--- config.mk ---
export PLATFORM = sky130hd
export DESIGN_NAME = axis_fifo_ver2
export DESIGN_NICKNAME = d
export VERILOG_FILES = /design/src/rtl/axis_fifo_ver2.sv
export SDC_FILE = /design/constraint.sdc
export NUM_CORES = 1
export LEC_CHECK = 0
export ABC_AREA = 0
export CORE_MARGIN = 2
export CORE_UTILIZATION = 45
export DETAILED_ROUTE_END_ITERATION = 16
export GPL_TIMING_DRIVEN = 0
export MAX_ROUTING_LAYER = met4
export PLACE_DENSITY = 0.62
export RECOVER_POWER = 25
export SLEW_MARGIN = 40
export SYNTH_ARGS = -nofsm -noshare
export SYNTH_HDL_FRONTEND = slang
export SYNTH_SLANG_ARGS = --single-unit
--- constraint.sdc ---
create_clock -name clock -period 1.8 [get_ports clock]
set_clock_uncertainty 0.15 [all_clocks]
set_input_delay 0.54 -clock clock [delete_from_list [all_inputs] [get_ports clock]]
set_output_delay 0.54 -clock clock [all_outputs]
set_load 0.02 [all_outputs]
--- src/rtl/axis_fifo_ver2.sv ---
// AXI-Stream style FIFO with a registered output stage; CAP = 2^ADDR_WIDTH words including the output register.
// Optional synchronous flush port enabled by defining AXIS_FIFO_FLUSH_EN.
module axis_fifo_ver2 #(
  parameter int DATA_WIDTH   = 8,
  parameter int ADDR_WIDTH   = 4,
  parameter int AFULL_LEVEL  = (1 << ADDR_WIDTH) - 1,
  parameter int AEMPTY_LEVEL = 1
) (
  input  logic                  clock,
  input  logic                  resetn,
  input  logic [DATA_WIDTH-1:0] idata,
  input  logic                  ivalid,
  output logic                  iready,
  output logic [DATA_WIDTH-1:0] odata,
  output logic                  ovalid,
  input  logic                  oready,
  output logic [ADDR_WIDTH:0]   size,
  output logic                  afull,
  output logic                  aempty
`ifdef AXIS_FIFO_FLUSH_EN
  ,
  input  logic                  flush
`endif
);

  localparam int CAP = 1 << ADDR_WIDTH;
  localparam logic [ADDR_WIDTH:0] CAP_L    = (ADDR_WIDTH+1)'(CAP);
  localparam logic [ADDR_WIDTH:0] AFULL_L  = (ADDR_WIDTH+1)'(AFULL_LEVEL);
  localparam logic [ADDR_WIDTH:0] AEMPTY_L = (ADDR_WIDTH+1)'(AEMPTY_LEVEL);

  logic [DATA_WIDTH-1:0] mem [CAP];
  logic [DATA_WIDTH-1:0] odata_reg;
  logic [ADDR_WIDTH-1:0] wr_ptr_reg, wr_ptr_next;
  logic [ADDR_WIDTH-1:0] rd_ptr_reg, rd_ptr_next;
  logic [ADDR_WIDTH:0]   size_reg, size_next;
  logic                  ovalid_reg, ovalid_next;
  logic                  iready_reg, iready_next;
  logic                  flush_req;
  logic                  in_fire, out_fire;
  logic                  mem_empty, load_out, load_mem, load_bypass;

`ifdef AXIS_FIFO_FLUSH_EN
  assign flush_req = flush;
`else
  assign flush_req = 1'b0;
`endif

  // RAM holds every word not yet in the output register, so its occupancy is size - ovalid.
  always_comb begin
    in_fire     = ivalid && iready_reg;
    out_fire    = ovalid_reg && oready;
    mem_empty   = (size_reg == {{ADDR_WIDTH{1'b0}}, ovalid_reg});
    load_out    = !ovalid_reg || oready;
    load_mem    = load_out && !mem_empty;
    load_bypass = load_out && mem_empty && in_fire;

    wr_ptr_next = wr_ptr_reg;
    rd_ptr_next = rd_ptr_reg;
    ovalid_next = ovalid_reg;
    size_next   = size_reg;

    if (in_fire)
      wr_ptr_next = wr_ptr_reg + ADDR_WIDTH'(1);

    // A bypassed word is still written to RAM, so the read pointer steps past it too.
    if (load_mem || load_bypass) begin
      rd_ptr_next = rd_ptr_reg + ADDR_WIDTH'(1);
      ovalid_next = 1'b1;
    end else if (load_out) begin
      ovalid_next = 1'b0;
    end

    unique case ({in_fire, out_fire})
      2'b10:   size_next = size_reg + (ADDR_WIDTH+1)'(1);
      2'b01:   size_next = size_reg - (ADDR_WIDTH+1)'(1);
      default: size_next = size_reg;
    endcase

    iready_next = (size_next < CAP_L);

    if (flush_req) begin
      wr_ptr_next = '0;
      rd_ptr_next = '0;
      ovalid_next = 1'b0;
      size_next   = '0;
      iready_next = 1'b1;
    end
  end

  always_ff @(posedge clock or negedge resetn) begin
    if (!resetn) begin
      wr_ptr_reg <= '0;
      rd_ptr_reg <= '0;
      size_reg   <= '0;
      ovalid_reg <= 1'b0;
      iready_reg <= 1'b0;
    end else begin
      wr_ptr_reg <= wr_ptr_next;
      rd_ptr_reg <= rd_ptr_next;
      size_reg   <= size_next;
      ovalid_reg <= ovalid_next;
      iready_reg <= iready_next;
    end
  end

  // Storage and output data carry no reset so the array maps onto RAM primitives.
  always_ff @(posedge clock) begin
    if (in_fire)
      mem[wr_ptr_reg] <= idata;
    if (load_mem)
      odata_reg <= mem[rd_ptr_reg];
    else if (load_bypass)
      odata_reg <= idata;
  end

  assign iready = iready_reg;
  assign ovalid = ovalid_reg;
  assign odata  = odata_reg;
  assign size   = size_reg;
  assign afull  = (size_reg >= AFULL_L);
  assign aempty = (size_reg <= AEMPTY_L);

endmodule

* After elaboration in Yosys (flattened, before gate mapping)
Memories as Yosys holds them, arrays and structs flattened.
Cells that the tools add are included.
** Storage, ports and cells
- Register bits after elaboration :: 23
- RAM bits :: 128
- Input port bits :: 12
- Output and inout bits :: 17
- Word-level logic and storage cells :: 35
- Memories :: 1
** Operators by class
- Add/sub/neg operators :: 4
- $lt $le $gt $ge :: 3
- Equal/unequal tests :: 3
- Multiplexer cells :: 7
- Reduce and logical (&&, ||, !) cells :: 11
** Memories
- mem :: depth 16, width 8, rd ports 1, clocked after memory_dff 0, write ports 1, line 31 : logic [DATA_WIDTH-1:0] mem [CAP];
** Operators by type and width (count)
- $mux W8 :: 2
- $pmux W5 S2 :: 1
- $add A4 B1 Y4 const B :: 2
- $add A5 B1 Y5 const B :: 1
- $eq A5 B1 Y1 :: 1
- $ge A5 B4 Y1 const B :: 1
- $le A5 B1 Y1 const B :: 1
- $logic_and A1 B1 Y1 :: 5
- $lt A5 B5 Y1 const B :: 1
- $sub A5 B1 Y5 const B :: 1
- $mux W1 :: 4
- $reduce_bool A2 Y1 :: 2
- $eq A2 B1 Y1 const B :: 1
- $eq A2 B2 Y1 const B :: 1
- $logic_not A1 Y1 :: 2
- $logic_or A1 B1 Y1 :: 2

* Longest topological paths before layout
Gate-level depths: netlist (run 1).
- Depth in word-level cells :: 6
- Mapped depth :: 7
- Gate-level depth less buffers :: 7

* Worst setup path after synthesis (run 1)
Ideal clock, no wire load.
- Kind :: register to output
- Start point :: register size_reg[1] (netlist: size[1])
- End point :: output afull
- Arrival :: 1.450 ns
- Data required time :: 1.110 ns
- Path slack :: -0.340 ns
- Cell stages (with the launch flop) :: 5
- Path buffers :: 0
- Cells stage by stage :: dfrtp_1 ha_1 and3_1 ha_1 a211o_1
** On the way
- Longest elaborated chain between the ends :: 1
** RTL lines
- start: declaration :: line 35 : logic [ADDR_WIDTH:0] size_reg, size_next;
- start signal: assignment :: line 100 : size_reg <= size_next;
- $ge A5 B4 Y1 :: line 120 : assign afull = (size_reg >= AFULL_L);
- end: declaration :: line 18 : output logic afull,
No other way between the ends.

* Final worst setup path (run 1)
Same ends and word-level chain as after synthesis.

==> flow_metrics.tcl, run 1 <==
set metrics [dict create \
    outcome "complete, but fails checks" \
    violations "negative setup slack" \
    drc 0 \
    ios 29 \
    pwr-share-comb 0.391 \
    antenna_cells 0 \
    die_y_um 122 \
    synth-edff-count 136 \
    grt_pass1_wl_um 19300 \
    setup.worst_path.end_class "primary output" \
    start_util 0.454 \
    hold_viol_final 0 \
    wl_per_cell_um 21.9 \
    required_ns 1.11 \
    netlist_instances 329 \
    hold_ws_ns 0.422 \
    viasPerCell 5.52 \
    syn_avg_cell_area_um2 18.9 \
    hp-class "input pin to flip-flop" \
    synth_area_leaders "edfxtp_1 66%, mux4_2 12%, dfrtp_1 6.0%, ha_1 2.2%, a221oi_2 1.9%" \
    ys_types 40 \
    switching_share 0.315 \
    cts_tree "built" \
    antenna_found_initial 0 \
    grtUsageTotal 0.191 \
    cts_root_buf "clkbuf_16" \
    setup_viol 91 \
    cts_made_buffers 17 \
    syn2layout_area_growth_pct 28.2 \
    die_area_um2 14800 \
    final_cells 587 \
    layout_min_cycle_time_ns 2.44 \
    netlist_area_um2 6230 \
    syn_nets 352 \
    die_w_um 122 \
    grt_overflow_total 0 \
    ant_nets 0 \
    seq_area_frac_synth 0.716 \
    clockPowerShare 0.262 \
    largest_reg_flops 128 \
    place_inst 537 \
    yosysTopAreaCell "edfxtp_1" \
    clock_path_buffers 2 \
    p_leak_nw 2.73 \
    crit_path_start_kind "flip-flop" \
    synth_top_area_share 0.655 \
    row_count 43 \
    numPortBuffers 28 \
    layout_commonest_cell "edfxtp_1" \
    dr.pass1.iters 4 \
    grt_max_degree 18 \
    fin_util 0.582 \
    timing.fmax_mhz 410 \
    place_area_um2 6780 \
    async_reset_ff_frac 0.0993 \
    tightest_slew_ns 0.779 \
    cap_viol_max_count 0 \
    layout-drive-gt1-share 0.428 \
    nFillCells 1021 \
    rsz0062_at_grt "true" \
    worstPathArrival_ns 1.75 \
    globalplace.congestion 0.812 \
    fin_nets 417 \
    slew_violations 0 \
    ir_drop_mv 0.935 \
    vias 3243 \
    core_um2 13700 \
    p_sw_w 0.00429 \
    p_per_area_nw_per_um2 1700 \
    final_cell_mix "136 x edfxtp_1, 32 x mux4_2, 19 x clkbuf_16" \
    path_clk_slew_ns 0.06 \
    crit_type "flip-flop to primary output" \
    grt_pass1_vias 3307 \
    seqPwrFrac 0.347 \
    fin_crit_sh 1.36 \
    path_max_fanout 3 \
    postCtsHoldBufs 0 \
    first_iter_violations 289 \
    ys.flop_type "edfxtp_1" \
    ys_seq_elements 151 \
    yosysWarningCount 0 \
    cts_sinks 151 \
    fin_area_um2 7990 \
    hpwlAfterDp_um 7770 \
    clk_latency_ns 0.42 \
    htreeDepth 4 \
    p_int_w 0.00931 \
    setup_slack_ns -0.641 \
    slew_headroom 0.479 \
    drt_wl_total_um 12800 \
]
## critical path, cell delays in order (launching register included)
cell     delay, ns
dfrtp_2       0.44
ha_4          0.17
and3_4        0.18
ha_4          0.15
a211o_4       0.26
buf_6         0.13
## power groups by stage
stage	combinational, W	sequential (W)	clock, W
after global routing	0.00565	0.00477	0.00374
after floorplan	0.00254	0.00488	0
after CTS	0.00500	0.00471	0.00361
after detailed placement	0.00389	0.00476	0
after global placement	0.00385	0.00473	0
final	0.00532	0.00472	0.00357
## cell type report
cell class,instances,area [um2],area share
plain buffers,11,135,0.0169
inverters,11,43.8,0.00548
flip-flops and latches,151,4470,0.559
multi-input cells,152,2020,0.253
clock buffers,24,482,0.0603
well taps,180,225,0.0282
clock inverters,8,120,0.0150
repair buffers,50,495,0.0620
## path summary, 6_finish.rpt
check | from | slack [ns] | cells after the start | endpoint
setup / recovery | size[1]$_DFFE_PN0P_ | -0.64 | 5 | afull
hold / removal | oready | 0.42 | 4 | ovalid$_DFFE_PN0P_
setup reg to reg | size[3]$_DFFE_PN0P_ | -0.42 | 6 | rd_ptr_reg[1]$_DFFE_PN0P_
hold reg to reg | rd_ptr_reg[0]$_DFFE_PN0P_ | 0.45 | 1 | rd_ptr_reg[0]$_DFFE_PN0P_
max in group asynchronous | resetn | 0.47 | 1 | ovalid$_DFFE_PN0P_
min in group asynchronous | resetn | 0.49 | 1 | size[0]$_DFFE_PN0P_
## cells by family after synthesis
| group | after synthesis | share of synthesized area |
|---|---|---|
| DFF | 151 | 0.716 |
| and+or+nand+nor | 53 | 0.0476 |
| muxes | 42 | 0.132 |
| AOI/OAI and AO/OA | 39 | 0.0512 |
| buffers and inverters | 26 | 0.0219 |
| adders and majority gates | 11 | 0.0221 |
| xor gates and xnor gates | 7 | 0.00984 |
## synthesized netlist by cell type (2+ instances only)
cell and n:
a221oi_2 8, a22oi_1 2, a31oi_1 2, and2_1 12
and3_1 7, buf_1 2, buf_2 4, buf_4 3
buf_6 3, clkbuf_1 3, dfrtp_1 15, edfxtp_1 136
ha_1 11, inv_1 11, mux2i_1 9, mux4_2 32
nand2_1 8, nand3_1 3, nor2_1 11, nor2b_1 2
nor3_1 3, o21ai_0 6, o21ai_1 2, o22ai_1 11
o31ai_1 2, xnor2_1 7
## repair_timing
item                       4_1_cts  5_1_grt
pin swaps                       13       15
cloned                           1        2
resized for setup              131       43
buffers inserted                17        3
setup endpoints to repair      168      109
## through the flow
step	total power (W)	setup TNS [ns]	setup WS, ns
5_1_grt	0.0142	-18.72	-0.672
6_report	0.0136	-8.83	-0.641
4_1_cts	0.0133	-2.21	-0.648
3_5_place_dp	0.00865	-134.49	-0.935
3_3_place_gp	0.00859	-123.94	-0.936
2_1_floorplan	0.00742	-0.368	-0.178
## layer usage
metal,track usage,vias up,share of wire
li1,-,1459,-
met1,0.252,1674,0.44
met2,0.299,91,0.49
met3,0.0393,19,0.046
met4,0.0668,0,0.017
met5,-,-,0
(Power assumes the default switching activity.)
==> run 2: changes to the inputs <==
--- a/config.mk
+++ b/config.mk
@@ -7,11 +7,11 @@
 export LEC_CHECK = 0
 export ABC_AREA = 0
 export CORE_MARGIN = 2
-export CORE_UTILIZATION = 45
+export CORE_UTILIZATION = 30
 export DETAILED_ROUTE_END_ITERATION = 16
 export GPL_TIMING_DRIVEN = 0
 export MAX_ROUTING_LAYER = met4
-export PLACE_DENSITY = 0.62
+export PLACE_DENSITY = 0.44
 export RECOVER_POWER = 25
 export SLEW_MARGIN = 40
 export SYNTH_ARGS = -nofsm -noshare
==> run 2 against run 1 <==
Net effect: the flow still finishes with violations (negative setup slack); combinational power grew 5.6%; die area grew 48%; cell count grew 16%; global-route usage shrank 4.9 points; fmax grew 0.73%; clock power shrank 6%; register-to-register slack gained 0.24 ns; first-iteration DRC count shrank 21%; sequential share of layout area shrank 0.86 points; flip-flop and latch count is the same; total power grew 0.74%; critical endpoint unchanged.
==> flow_metrics.tcl, run 2 (synthesis gave the netlist of run 1 again) <==
set metrics [dict create \
    first_iter_violations 227 \
    fin_nets 423 \
    place_ws_ns -1.01 \
    crit_path_start_kind "flip-flop" \
    layout_min_cycle_time_ns 2.42 \
    ios 29 \
    dr.pass1.iters 4 \
    cts_made_buffers 17 \
    violations "negative setup slack" \
    grt_max_degree 18 \
    layout-drive-gt1-share 0.441 \
    ant_nets 0 \
    antenna_cells 0 \
    p_leak_nw 2.72 \
    crit_chain "buf_4 -> and3_2 -> a211o_4 -> buf_6" \
    globalplace.congestion 0.800 \
    nFillCells 1878 \
    grt_pass1_wl_um 21600 \
    clock_path_buffers 2 \
    vias 3233 \
    syn2layout_area_growth_pct 30.3 \
    numPortBuffers 28 \
    rsz0062_at_grt "true" \
    timing.fmax_mhz 413 \
    hold_viol_final 0 \
    cp_slowest_cell "dfrtp_2" \
    slew_violations 0 \
    hold_ws_ns 0.370 \
    slew_headroom 0.416 \
    largest_reg_flops 128 \
    ir_drop_mv 0.777 \
    setup_slack_ns -0.624 \
    hp-class "flip-flop to flip-flop" \
    required_ns 1.11 \
    cts_sinks 151 \
    antenna_found_initial 0 \
    core_um2 20300 \
    grt_pass1_vias 3362 \
    cts_root_buf "clkbuf_16" \
    tightest_slew_ns 0.876 \
    cts_tree "built" \
    drt_wl_total_um 14200 \
    outcome "complete, but fails checks" \
    die_y_um 148 \
    drc 0 \
    die_area_um2 21900 \
    grtUsageTotal 0.142 \
    path_clk_slew_ns 0.06 \
    die_w_um 148 \
    cap_viol_max_count 0 \
    path_max_fanout 10 \
    final_cell_mix "136 x edfxtp_1, 32 x mux4_2, 20 x buf_6" \
    start_util 0.307 \
    viasPerCell 4.73 \
    crit_type "flip-flop to primary output" \
    row_count 52 \
    wl_per_cell_um 20.7 \
    p_per_area_nw_per_um2 1690 \
    layout_commonest_cell "edfxtp_1" \
    setup.worst_path.end_class "primary output" \
    worstPathArrival_ns 1.73 \
    setup_viol 92 \
    grt_overflow_total 0 \
    hpwlAfterDp_um 8840 \
    critical-path-max-stage-delay_ns 0.43 \
    htreeDepth 4 \
    clk_latency_ns 0.42 \
    fin_crit_sh 1.35 \
]
-- run 2: cell count changes in the layout (fill, tap and decap cells not counted), sizes merged --
| cell | change |
|---|---|
| dlygate4sd2 | -2 |
| bufinv | -1 |
| clkinvlp | +3 |
| clkbuf | -2 |
| inv | +2 |
| clkdlybuf4s50 | +1 |
| clkdlybuf4s15 | -2 |
| buf | +8 |
| dlygate4sd3 | -1 |
-- run 2: area by class of cell --
type	count	area, um2	area share
sequential	151	4470	0.550
multi-input combinational	152	2000	0.247
timing repair buffer	56	563	0.0694
clock buffer	20	437	0.0538
tap	270	338	0.0416
buffer	11	131	0.0162
clock inverter	12	128	0.0157
inverter	11	48.8	0.00601
-- run 2: metrics by stage --
stage          instances  utilization  area, um2  total power (W)  TNS, ns
6_report             683        0.400       8120           0.0137    -7.33
5_1_grt              683        0.400       8120           0.0144   -21.71
4_1_cts              671        0.391       7930           0.0133    -2.64
3_5_place_dp         627        0.340       6900          0.00878  -146.21
3_3_place_gp         627        0.340       6900          0.00875  -143.47
2_1_floorplan        329            -       6280          0.00742   -0.368
-- run 2: timing repair --
| action | in CTS | in global routing |
|---|---|---|
| hold buffers | 0 | 1 |
| pin swaps | 13 | 10 |
| endpoints found under the setup margin | 168 | 103 |
| cloned | 1 | 1 |
| gates resized for setup | 149 | 39 |
| setup buffers | 14 | 11 |
| hold endpoints to repair | 0 | 15 |
-- run 2: worst max-delay path, delay by kind of cell (launching register included) --
family / cells / cell delay [ns]
DFF: 1 / 0.43
AOI/OAI and AO/OA: 1 / 0.33
buffers and inverters: 2 / 0.32
and+or+nand+nor: 1 / 0.23
-- run 2: worst paths after layout --
kind / from / endpoint / slack (ns) / cells after the start
worst min-delay path: size[2]$_DFFE_PN0P_ / size[2]$_DFFE_PN0P_ / 0.37 / 1
worst max-delay path: size[0]$_DFFE_PN0P_ / afull / -0.62 / 4
worst min register to register: size[2]$_DFFE_PN0P_ / size[2]$_DFFE_PN0P_ / 0.37 / 1
min in group asynchronous: resetn / size[1]$_DFFE_PN0P_ / 0.60 / 2
max in group asynchronous: resetn / size[3]$_DFFE_PN0P_ / 0.30 / 2
worst max register to register: rd_ptr_reg[2]$_DFFE_PN0P_ / odata[4]$_DFFE_PP_ / -0.18 / 6
-- run 2: power breakdown --
part | switching, W | internal (W)
registers | 0.000300 | 0.00441
clock network | 0.00134 | 0.00203
logic | 0.00282 | 0.00280
total | 0.00446 | 0.00924
-- run 2: layer usage --
layer,vias up,share of wire,global-route usage
met4,0,0.0083,0.0429
met2,61,0.48,0.213
met5,-,0,-
met3,4,0.036,0.0353
li1,1474,-,-
met1,1694,0.47,0.191
